## src/rtl/dmem_access_ctrl.sv

```systemverilog
// dmem_access_ctrl: multi-cycle LW/SW controller that stalls the core around a variable-latency data memory access
module dmem_access_ctrl #(
  parameter int TIMEOUT = 16,
  parameter int CNT_W   = 8
) (
  input  logic        clk,
  input  logic        rst_n,
  input  logic        mem_read,
  input  logic        mem_write,
  input  logic [15:0] addr,
  input  logic [15:0] wdata,
  output logic        stall,
  output logic [15:0] rdata,
  output logic        rdata_valid,
  output logic        err,
  output logic        mem_en,
  output logic        mem_wr,
  output logic [15:0] mem_addr,
  output logic [15:0] mem_wdata,
  input  logic [15:0] mem_rdata,
  input  logic        mem_valid
);
  typedef enum logic [1:0] {IDLE, REQ, WAIT, DONE} state_t;
  state_t state, state_nx;
  logic [CNT_W-1:0] cnt;
  logic ab;
  logic req, bad, tmo, busy, tmo_ab;
  assign req    = mem_read | mem_write;
  assign bad    = (mem_read & mem_write) | addr[0];
  assign tmo    = cnt == CNT_W'(TIMEOUT - 1);
  assign busy   = state == REQ || state == WAIT;
  assign tmo_ab = state == WAIT && !mem_valid && tmo;
  // state register; async reset aborts any access in flight
  always_ff @(posedge clk or negedge rst_n) begin
    if (!rst_n) state <= IDLE;
    else state <= state_nx;
  end
  // next state: completion beats timeout in the same cycle
  always_comb begin
    state_nx = IDLE;
    case (state)
      IDLE:    state_nx = !req ? IDLE : bad ? DONE : REQ;
      REQ:     state_nx = mem_valid ? DONE : WAIT;
      WAIT:    state_nx = (mem_valid || tmo) ? DONE : WAIT;
      default: state_nx = IDLE;
    endcase
  end
  // outputs: stall is combinational in IDLE so the core freezes in the request cycle
  always_comb begin
    stall       = rst_n & (state == IDLE ? req : state != DONE);
    mem_en      = state == REQ;
    rdata_valid = state == DONE && !ab && !mem_wr;
    err         = state == DONE && ab;
  end
  // datapath: request latch, wait counter, abort flag and load data
  always_ff @(posedge clk or negedge rst_n) begin
    if (!rst_n) begin
      cnt       <= '0;
      ab        <= 1'b0;
      rdata     <= '0;
      mem_addr  <= '0;
      mem_wdata <= '0;
      mem_wr    <= 1'b0;
    end else begin
      cnt <= state == WAIT ? cnt + CNT_W'(1) : '0;
      if (state == IDLE) ab <= bad;
      else if (busy) ab <= tmo_ab;
      if (state == IDLE && req && !bad) begin
        mem_addr  <= addr;
        mem_wdata <= wdata;
        mem_wr    <= mem_write;
      end
      if (state == IDLE && req && bad && mem_read && !mem_write) rdata <= '0;
      else if (busy && mem_valid && !mem_wr) rdata <= mem_rdata;
      else if (tmo_ab && !mem_wr) rdata <= '0;
    end
  end
endmodule

```

## config.mk

```make
export PLATFORM = sky130hd
export DESIGN_NAME = dmem_access_ctrl
export DESIGN_NICKNAME = d
export VERILOG_FILES = /design/src/rtl/dmem_access_ctrl.sv
export SDC_FILE = /design/constraint.sdc
export NUM_CORES = 1
export LEC_CHECK = 0
export BUFFER_PORTS_ARGS = -buffer_cell sky130_fd_sc_hd__buf_2
export CORE_MARGIN = 5
export CORE_UTILIZATION = 49
export CTS_CLUSTER_DIAMETER = 50
export DETAILED_ROUTE_END_ITERATION = 7
export GPL_TIMING_DRIVEN = 0
export HOLD_SLACK_MARGIN = 0.03
export PLACE_DENSITY = 0.91
export SLEW_MARGIN = 10
export SYNTH_ARGS = -nofsm -noshare
export SYNTH_HDL_FRONTEND = slang
export SYNTH_SLANG_ARGS = --single-unit
```

## constraint.sdc

```tcl
create_clock -name clk -period 2.4 [get_ports clk]
set_clock_uncertainty 0.1 [all_clocks]
set_input_delay 0 -clock clk [delete_from_list [all_inputs] [get_ports clk]]
set_output_delay 0 -clock clk [all_outputs]
set_load 0.01 [all_outputs]
```

### Word-level counts from Yosys, hierarchy flattened

Cells that the tools add are included.

| cells by class | value |
|---|---|
| add/sub/neg operators | 1 |
| $mul | 0 |
| div/mod/pow operators | 0 |
| order comparisons | 0 |
| eq/ne operators | 5 |
| shift operators | 0 |
| mux-type cells | 12 |
| bitwise gates (word level) | 4 |
| reduce and logical (&&, ||, !) cells | 23 |

Operators by type and width:

| kind | number |
|---|---|
| 2-to-1 mux 16 bit | 3 |
| logical AND 1 bit | 13 |
| adder 8 x 1 -> 8 bit (second input constant) | 1 |
| equality test 8 x 4 -> 1 bit (second input constant) | 1 |
| 2-to-1 mux 8 bit | 1 |
| case mux 2 bit (3 select lines) | 1 |
| zero test 1 bit | 5 |
| 2-to-1 mux 1 bit | 5 |
| equality test 2 bit (second input constant) | 2 |
| 2-to-1 mux 2 bit | 2 |
| nonzero test 3 bit | 1 |
| AND 1 bit | 2 |
| equality test 2 x 1 -> 1 bit (second input constant) | 1 |
| zero test 2 bit | 1 |
| logical OR 1 bit | 2 |
| != test 2 bit (second input constant) | 1 |
| bitwise OR 1 bit | 2 |
| nonzero test 2 bit | 1 |

| storage, ports and cells | value |
|---|---|
| register bits after elaboration | 60 |
| bits in latches | 0 |
| RAM bits | 0 |
| bits in read-only memories | 0 |
| input port bits | 53 |
| output and inout bits | 53 |
| memories | 0 |

### Logic depth before layout (Yosys ltp)

Gate-level depths: netlist of the first run.

| logic depth | value |
|---|---|
| word-level depth | 7 |
| gate-level depth with buffers | 7 |
| mapped depth without buffers | 5 |

### Worst setup path before layout of the first run

No wires, ideal clock.

| path | value |
|---|---|
| path type | register to register |
| start point | reg state[0] |
| end point | reg rdata[10] |
| library setup time | 131 ps |
| arrival | 1710 ps |
| required time | 2169 ps |
| slack | 459 ps |
| cell stages (with the launch flop) | 7 |
| period minus slack after synthesis | 1941 ps |
| path through | dfrtp_1 > inv_1 > ha_1 > or4b_4 > o311ai_4 > buf_6 > o211ai_1 |

| between the ends | value |
|---|---|
| longest elaborated chain between the ends | 6 |
| elaborated cells on any way between the ends | 16 |

RTL lines:

| what | line | source |
|---|---|---|
| from (decl) | 24 | `state_t state, state_nx;` |
| from (signal assigned) | 36 | `else state <= state_nx;` |
| equality test 2 x 1 -> 1 bit, or another cell as far along | 31 | `assign busy = state == REQ \|\| state == WAIT;` |
| logical OR 1 bit or logical AND 1 bit (tied branches) | 31, 73 |  |
| logical AND 1 bit (on tied branches) (2 in a row) | 74, 73 |  |
| 2-to-1 mux 16 bit or logical AND 1 bit (tied branches) | 74, 73 |  |
| 2-to-1 mux 16 bit or nonzero test 3 bit (tied branches) | - |  |
| to (signal assigned) | 74 | `else if (busy && mem_valid && !mem_wr) rdata <= mem_rdata;` |
| to (decl) | 13 | `output logic [15:0] rdata,` |

Several ways; a longest one is shown, not always the timed one.
A chain may end at the register's enable or synchronous reset.

### Final worst setup path of the first run

| path | value |
|---|---|
| start point | reg state[0] |
| end point | reg rdata[7] |

Same word-level chain as after synthesis.

==> flow_metrics.tcl, run 1 <==
set metrics [dict create \
    finalWirelength_um 7756 \
    rsz0062_at_grt "no" \
    async_reset_ff_frac 1.000 \
    final_cell_mix "buf_2 (111), dfrtp_1 (60), dlygate4sd3_1 (51), nand3_1 (34), mux2_2 (32)" \
    critical_path_class "flop to flop" \
    drt.antenna.violating_nets 0 \
    synth_area_per_cell_sq_um 11.54 \
    numPortBuffers 105 \
    min_path_cells 4 \
    p_int_uw 2894 \
    cts.repair.resized 0 \
    clkSinkCount 60 \
    worstMarginPinSlew_ps 756.1 \
    worstSetupStartpointType "flop" \
    grt_max_degree 62 \
    antenna_cells 0 \
    avgViaCountPerCell 5.307 \
    antenna_found_initial 0 \
    htreeDepth 3 \
    ys_seq_area_frac 0.5352 \
    max_freq_ghz 0.4419 \
    fin_crit_ps 2263 \
    hold_viol 0 \
    syn_area_sq_um 2805 \
    reg2reg_depth 7 \
    cp.arrival_ps 2410 \
    min_path_type "primary input to flop" \
    place_congestion 0.7702 \
    fin_area_sq_um 4110 \
    grt-ovfl-total 0 \
    pwr-share-comb 0.449 \
    cts_inserted_buffers 9 \
    synth_edf_count 0 \
    dr_total_vias 2579 \
    drc 0 \
    post_drt_wl_per_cell_um 15.96 \
    cp_max_fo 10 \
    synth_seq_cells 60 \
    ys_types 32 \
    syn_nets 302 \
    grt_pass1_wl_um 12960 \
    critPathRequiredTime_ps 2550 \
    p_leak_uw 0.001959 \
    cts_buffer_depth 2 \
    areaGrowthSynthToFinish_pct 46.52 \
    tns_ps 0 \
    final_common_cell "buf_2" \
    cts_tree "done" \
    globalRouteTotalUtil 0.2250 \
    drt_iter0_markers 119 \
    slew_violations 0 \
    p_per_area_nw_per_um2 1141 \
    die_area_sq_um 7338 \
    placed_cell_area_sq_um 3423 \
    clk_latency_ps 340 \
    boundaryPins 106 \
    status "completed" \
    finalSetupViolCount 0 \
    pwr-share-clk 0.174 \
    coreArea_sq_um 5540 \
    whs_ps 58.83 \
    postSynthCellCount 243 \
    path_clk_slew_ps 60 \
    grt_pass1_vias 2797 \
    yosys_warnings 0 \
    endpoint_kind "flop" \
    dpl.hpwl_um 5029 \
    ir_worst_vdd_mv 0.8070 \
    fill_cells 369 \
    cts_setup_buffers 0 \
    chipWidth_um 85.66 \
    start_util 0.5063 \
    drv_cap 0 \
    fin_nets 469 \
    final-seq-area_sq_um 1501 \
    cts_hold_buf 51 \
    ys.flop_type "dfrtp_1" \
    multi_input_comb_area_sq_um 1164 \
    first_pass_iters 4 \
    cts_root_buffer "clkbuf_8" \
    relSlewSlack 0.4960 \
    row_count 27 \
    fp.dieH_um 85.66 \
    switching_share 0.3830 \
    p_switching_uw 1796 \
    drive_gt1_frac 0.4372 \
    fin_crit_sh 0.9429 \
    sequentialPowerShare 0.377 \
]
-- sequential cells by signal (all words and copies together) (netlist names) --
register and flops:
state 2, mem_wr 1, cnt 8, mem_addr 16
mem_wdata 16, ab 1, rdata 16
-- cells in the mapped netlist (2+ instances only) --
master	count	area, sq um
a21oi_1	6	30.03
and2_1	3	18.77
buf_2	7	35.03
clkbuf_1	6	22.52
dfrtp_1	60	1501
ha_1	6	75.07
inv_1	19	71.32
mux2_2	32	360.4
nand2_1	6	22.52
nand3_1	34	170.2
nand4b_1	2	17.52
nor2_1	6	22.52
nor2b_1	2	12.51
o211ai_1	16	120.1
o21ai_0	5	25.02
or3b_2	16	140.1
xnor2_1	2	17.52
-- kinds of logic after synthesis --
kind of cell | count (synthesis) | share of synthesized area
xor+xnor | 2 | 0.006246
fa+ha+maj | 7 | 0.03033
compound gates | 32 | 0.08430
flops | 60 | 0.5352
mux | 32 | 0.1285
buf+inv | 33 | 0.04995
simple gates | 77 | 0.1655
-- layer usage --
layer	track usage	wire (um)	vias up
li1	-	-	1197
met1	0.2457	3015	1254
met2	0.3884	3915	112
met3	0.09510	698	16
met4	0.08489	127	0
met5	0	0	-
-- cell type report --
class | instances | share of cell area
Buffer | 14 | 0.01674
Clock buffer | 11 | 0.03683
Clock inverter | 4 | 0.006088
Inverter | 19 | 0.01735
Multi-Input combinational cell | 150 | 0.2831
Sequential cell | 60 | 0.3653
Tap cell | 72 | 0.02192
Timing Repair Buffer | 156 | 0.2527
-- power groups by stage --
stage          Combinational [uW]  Sequential (uW)  Clock, uW
5_1_grt                      2310             1820        896
4_1_cts                      2110             1760        842
6_report                     2110             1770        817
2_1_floorplan                1060             1930          0
3_5_place_dp                 2040             1770          0
3_3_place_gp                 1960             1730          0
-- stage by stage --
step                worst slack (ps)    util  cells  total power, uW
global placement               248.9  0.6174    420             3688
global route                   24.81  0.7419    486             5029
floorplan                      459.1       -    243             2998
finish                         137.1  0.7419    486             4691
detailed placement             183.9  0.6179    420             3806
CTS                            159.2  0.7419    486             4704
-- worst max-delay path, cell delays in order (launching register included) --
cell	delay [ps]
dfrtp_1	400
inv_1	80
ha_1	290
buf_2	200
clkbuf_1	380
nand3_1	140
or3b_2	470
o211ai_1	110
-- path summary, 6_finish.rpt --
kind	start	to	slack, ps
worst min-delay path	addr[0]	ab	60
max in group asynchronous	rst_n	rdata[0]	1530
worst max-delay path	state[0]	rdata[7]	140
min in group asynchronous	rst_n	rdata[13]	170
worst min register to register	cnt[0]	cnt[0]	370
worst max register to register	state[0]	rdata[7]	140
No activity file was read; power rests on OpenSTA's default activity.
==> run 2: changes to the inputs <==
==> constraint.sdc (replaced) <==
create_clock -name clk -period 2.4 [get_ports clk]
set_clock_uncertainty 0.1 [all_clocks]
set_input_delay 0.36 -clock clk [delete_from_list [all_inputs] [get_ports clk]]
set_output_delay 0.36 -clock clk [all_outputs]
set_load 0.01 [all_outputs]
==> run 2 against run 1 <==
Net effect: worst hold slack gained 90 ps; combinational power shrank 4%; critical path type unchanged; clock-buffer cell count is the same; total power shrank 2.1%.
==> flow_metrics.tcl, run 2 (same netlist as run 1, synthesis figures left out) <==
set metrics [dict create \
    largestRegisters "mem_addr x16, mem_wdata x16, rdata x16" \
    p_leak_uw 0.001754 \
    ir_worst_vdd_mv 0.8713 \
    finalSetupViolCount 0 \
    crit_family "buffers and inverters" \
    final_common_cell "buf_2" \
    die_area_sq_um 7338 \
    drt.antenna.violating_nets 0 \
    min_path_type "primary input to flop" \
    dr_total_vias 2354 \
    cts_setup_buffers 0 \
    worstSetupStartpointType "flop" \
    finalWirelength_um 6794 \
    clkSinkCount 60 \
    chipWidth_um 85.66 \
    final_util 0.6524 \
    coreArea_sq_um 5540 \
    grt_pass1_wl_um 11460 \
    critPathRequiredTime_ps 2550 \
    drv_cap 0 \
    grt_pass1_vias 2498 \
    drc 0 \
    cp.arrival_ps 2420 \
    row_count 27 \
    drt_iter0_markers 104 \
    cts_root_buffer "clkbuf_8" \
    globalRouteTotalUtil 0.1990 \
    final_cell_mix "buf_2 (111), dfrtp_1 (60), nand3_1 (34), mux2_2 (32), inv_1 (19)" \
    fin_crit_ps 2267 \
    tns_ps 0 \
    status "completed" \
    avgViaCountPerCell 5.399 \
    fin_nets 419 \
    areaGrowthSynthToFinish_pct 28.86 \
    post_drt_wl_per_cell_um 15.58 \
    max_stage_delay_ps 470 \
    cp.buffers_inverters 3 \
    antenna_found_initial 0 \
    htreeDepth 3 \
    boundaryPins 106 \
    cp_cell_sequence "inv_1 > ha_1 > buf_2 > clkbuf_1 > nand3_1 > or3b_2 > o211ai_1" \
    place_congestion 0.7702 \
    max_freq_ghz 0.4411 \
    cts_inserted_buffers 9 \
    first_pass_iters 4 \
    endpoint_kind "flop" \
    fin_crit_sh 0.9447 \
    slew_violations 0 \
    p_per_area_nw_per_um2 1271 \
    critical_path_class "flop to flop" \
    path_clk_slew_ps 70 \
    instances_no_fill 436 \
    clk_latency_ps 340 \
    drive_gt1_frac 0.5000 \
    cp_max_fo 10 \
    antenna_cells 0 \
    worstMarginPinSlew_ps 542.5 \
    cts_tree "done" \
    start_util 0.5063 \
    fp.dieH_um 85.66 \
    dpl.hpwl_um 5029 \
    grt-ovfl-total 0 \
    numPortBuffers 105 \
    place_inst 420 \
    hold_viol 0 \
    whs_ps 149.0 \
    cp_slowest_cell "or3b_2" \
    cts_buffer_depth 2 \
    total_power_uw 4593 \
    grt_max_degree 62 \
    rsz0062_at_grt "no" \
    relSlewSlack 0.6383 \
]
-- run 2: what timing repair did --
item / 4_1_cts / 5_1_grt
resized for setup: 0 / 3
hold buffers: 1 / 0
hold endpoints to repair: 60 / 0
endpoints found under the setup margin: 0 / 2
-- run 2: final timing paths --
check	slack, ps	cells after the start	endpoint	startpoint
max	130	7	rdata[7]	state[0]
min	150	2	mem_addr[5]	addr[5]
max reg2reg	130	7	rdata[7]	state[0]
min reg2reg	370	1	cnt[0]	cnt[0]
max in group asynchronous	1360	2	rdata[0]	rst_n
min in group asynchronous	450	2	rdata[13]	rst_n
-- run 2: stage by stage --
| stage | worst slack, ps | cell area, sq um |
|---|---|---|
| after floorplan | 459.1 | 2805 |
| after global placement | 140.0 | 3421 |
| after detailed placement | 183.9 | 3423 |
| after CTS | 11.08 | 3610 |
| after global routing | 26.38 | 3615 |
| final | 132.8 | 3615 |
-- run 2: power by group --
part / internal [uW] / switching [uW] / total, uW
registers: 1470 / 289 / 1760
clock network: 421 / 394 / 815
logic: 951 / 1070 / 2020
total: 2840 / 1750 / 4590
-- run 2: final cells by class --
| cell class | instances | area (sq um) |
|---|---|---|
| clock inverter | 4 | 25.02 |
| buffer | 14 | 70.07 |
| tap | 72 | 90.09 |
| fill | 464 | 1926 |
| multi-input combinational | 150 | 1164 |
| sequential | 60 | 1501 |
| inverter | 19 | 71.32 |
| timing repair buffer | 106 | 541.8 |
| clock buffer | 11 | 151.4 |
-- run 2: layer usage --
layer | global-route usage | vias up | wire length [um]
met4 | 0.06906 | 0 | 111
met1 | 0.2224 | 1131 | 2667
met2 | 0.3312 | 112 | 3305
li1 | - | 1098 | -
met5 | 0 | - | 0
met3 | 0.09702 | 13 | 709
-- run 2: worst reg2reg max path, stage by stage (launching register included) --
cell and delay, ps:
dfrtp_1 400, inv_1 80, ha_1 290, buf_2 200
clkbuf_1 390, nand3_1 150, or3b_2 470, o211ai_1 110
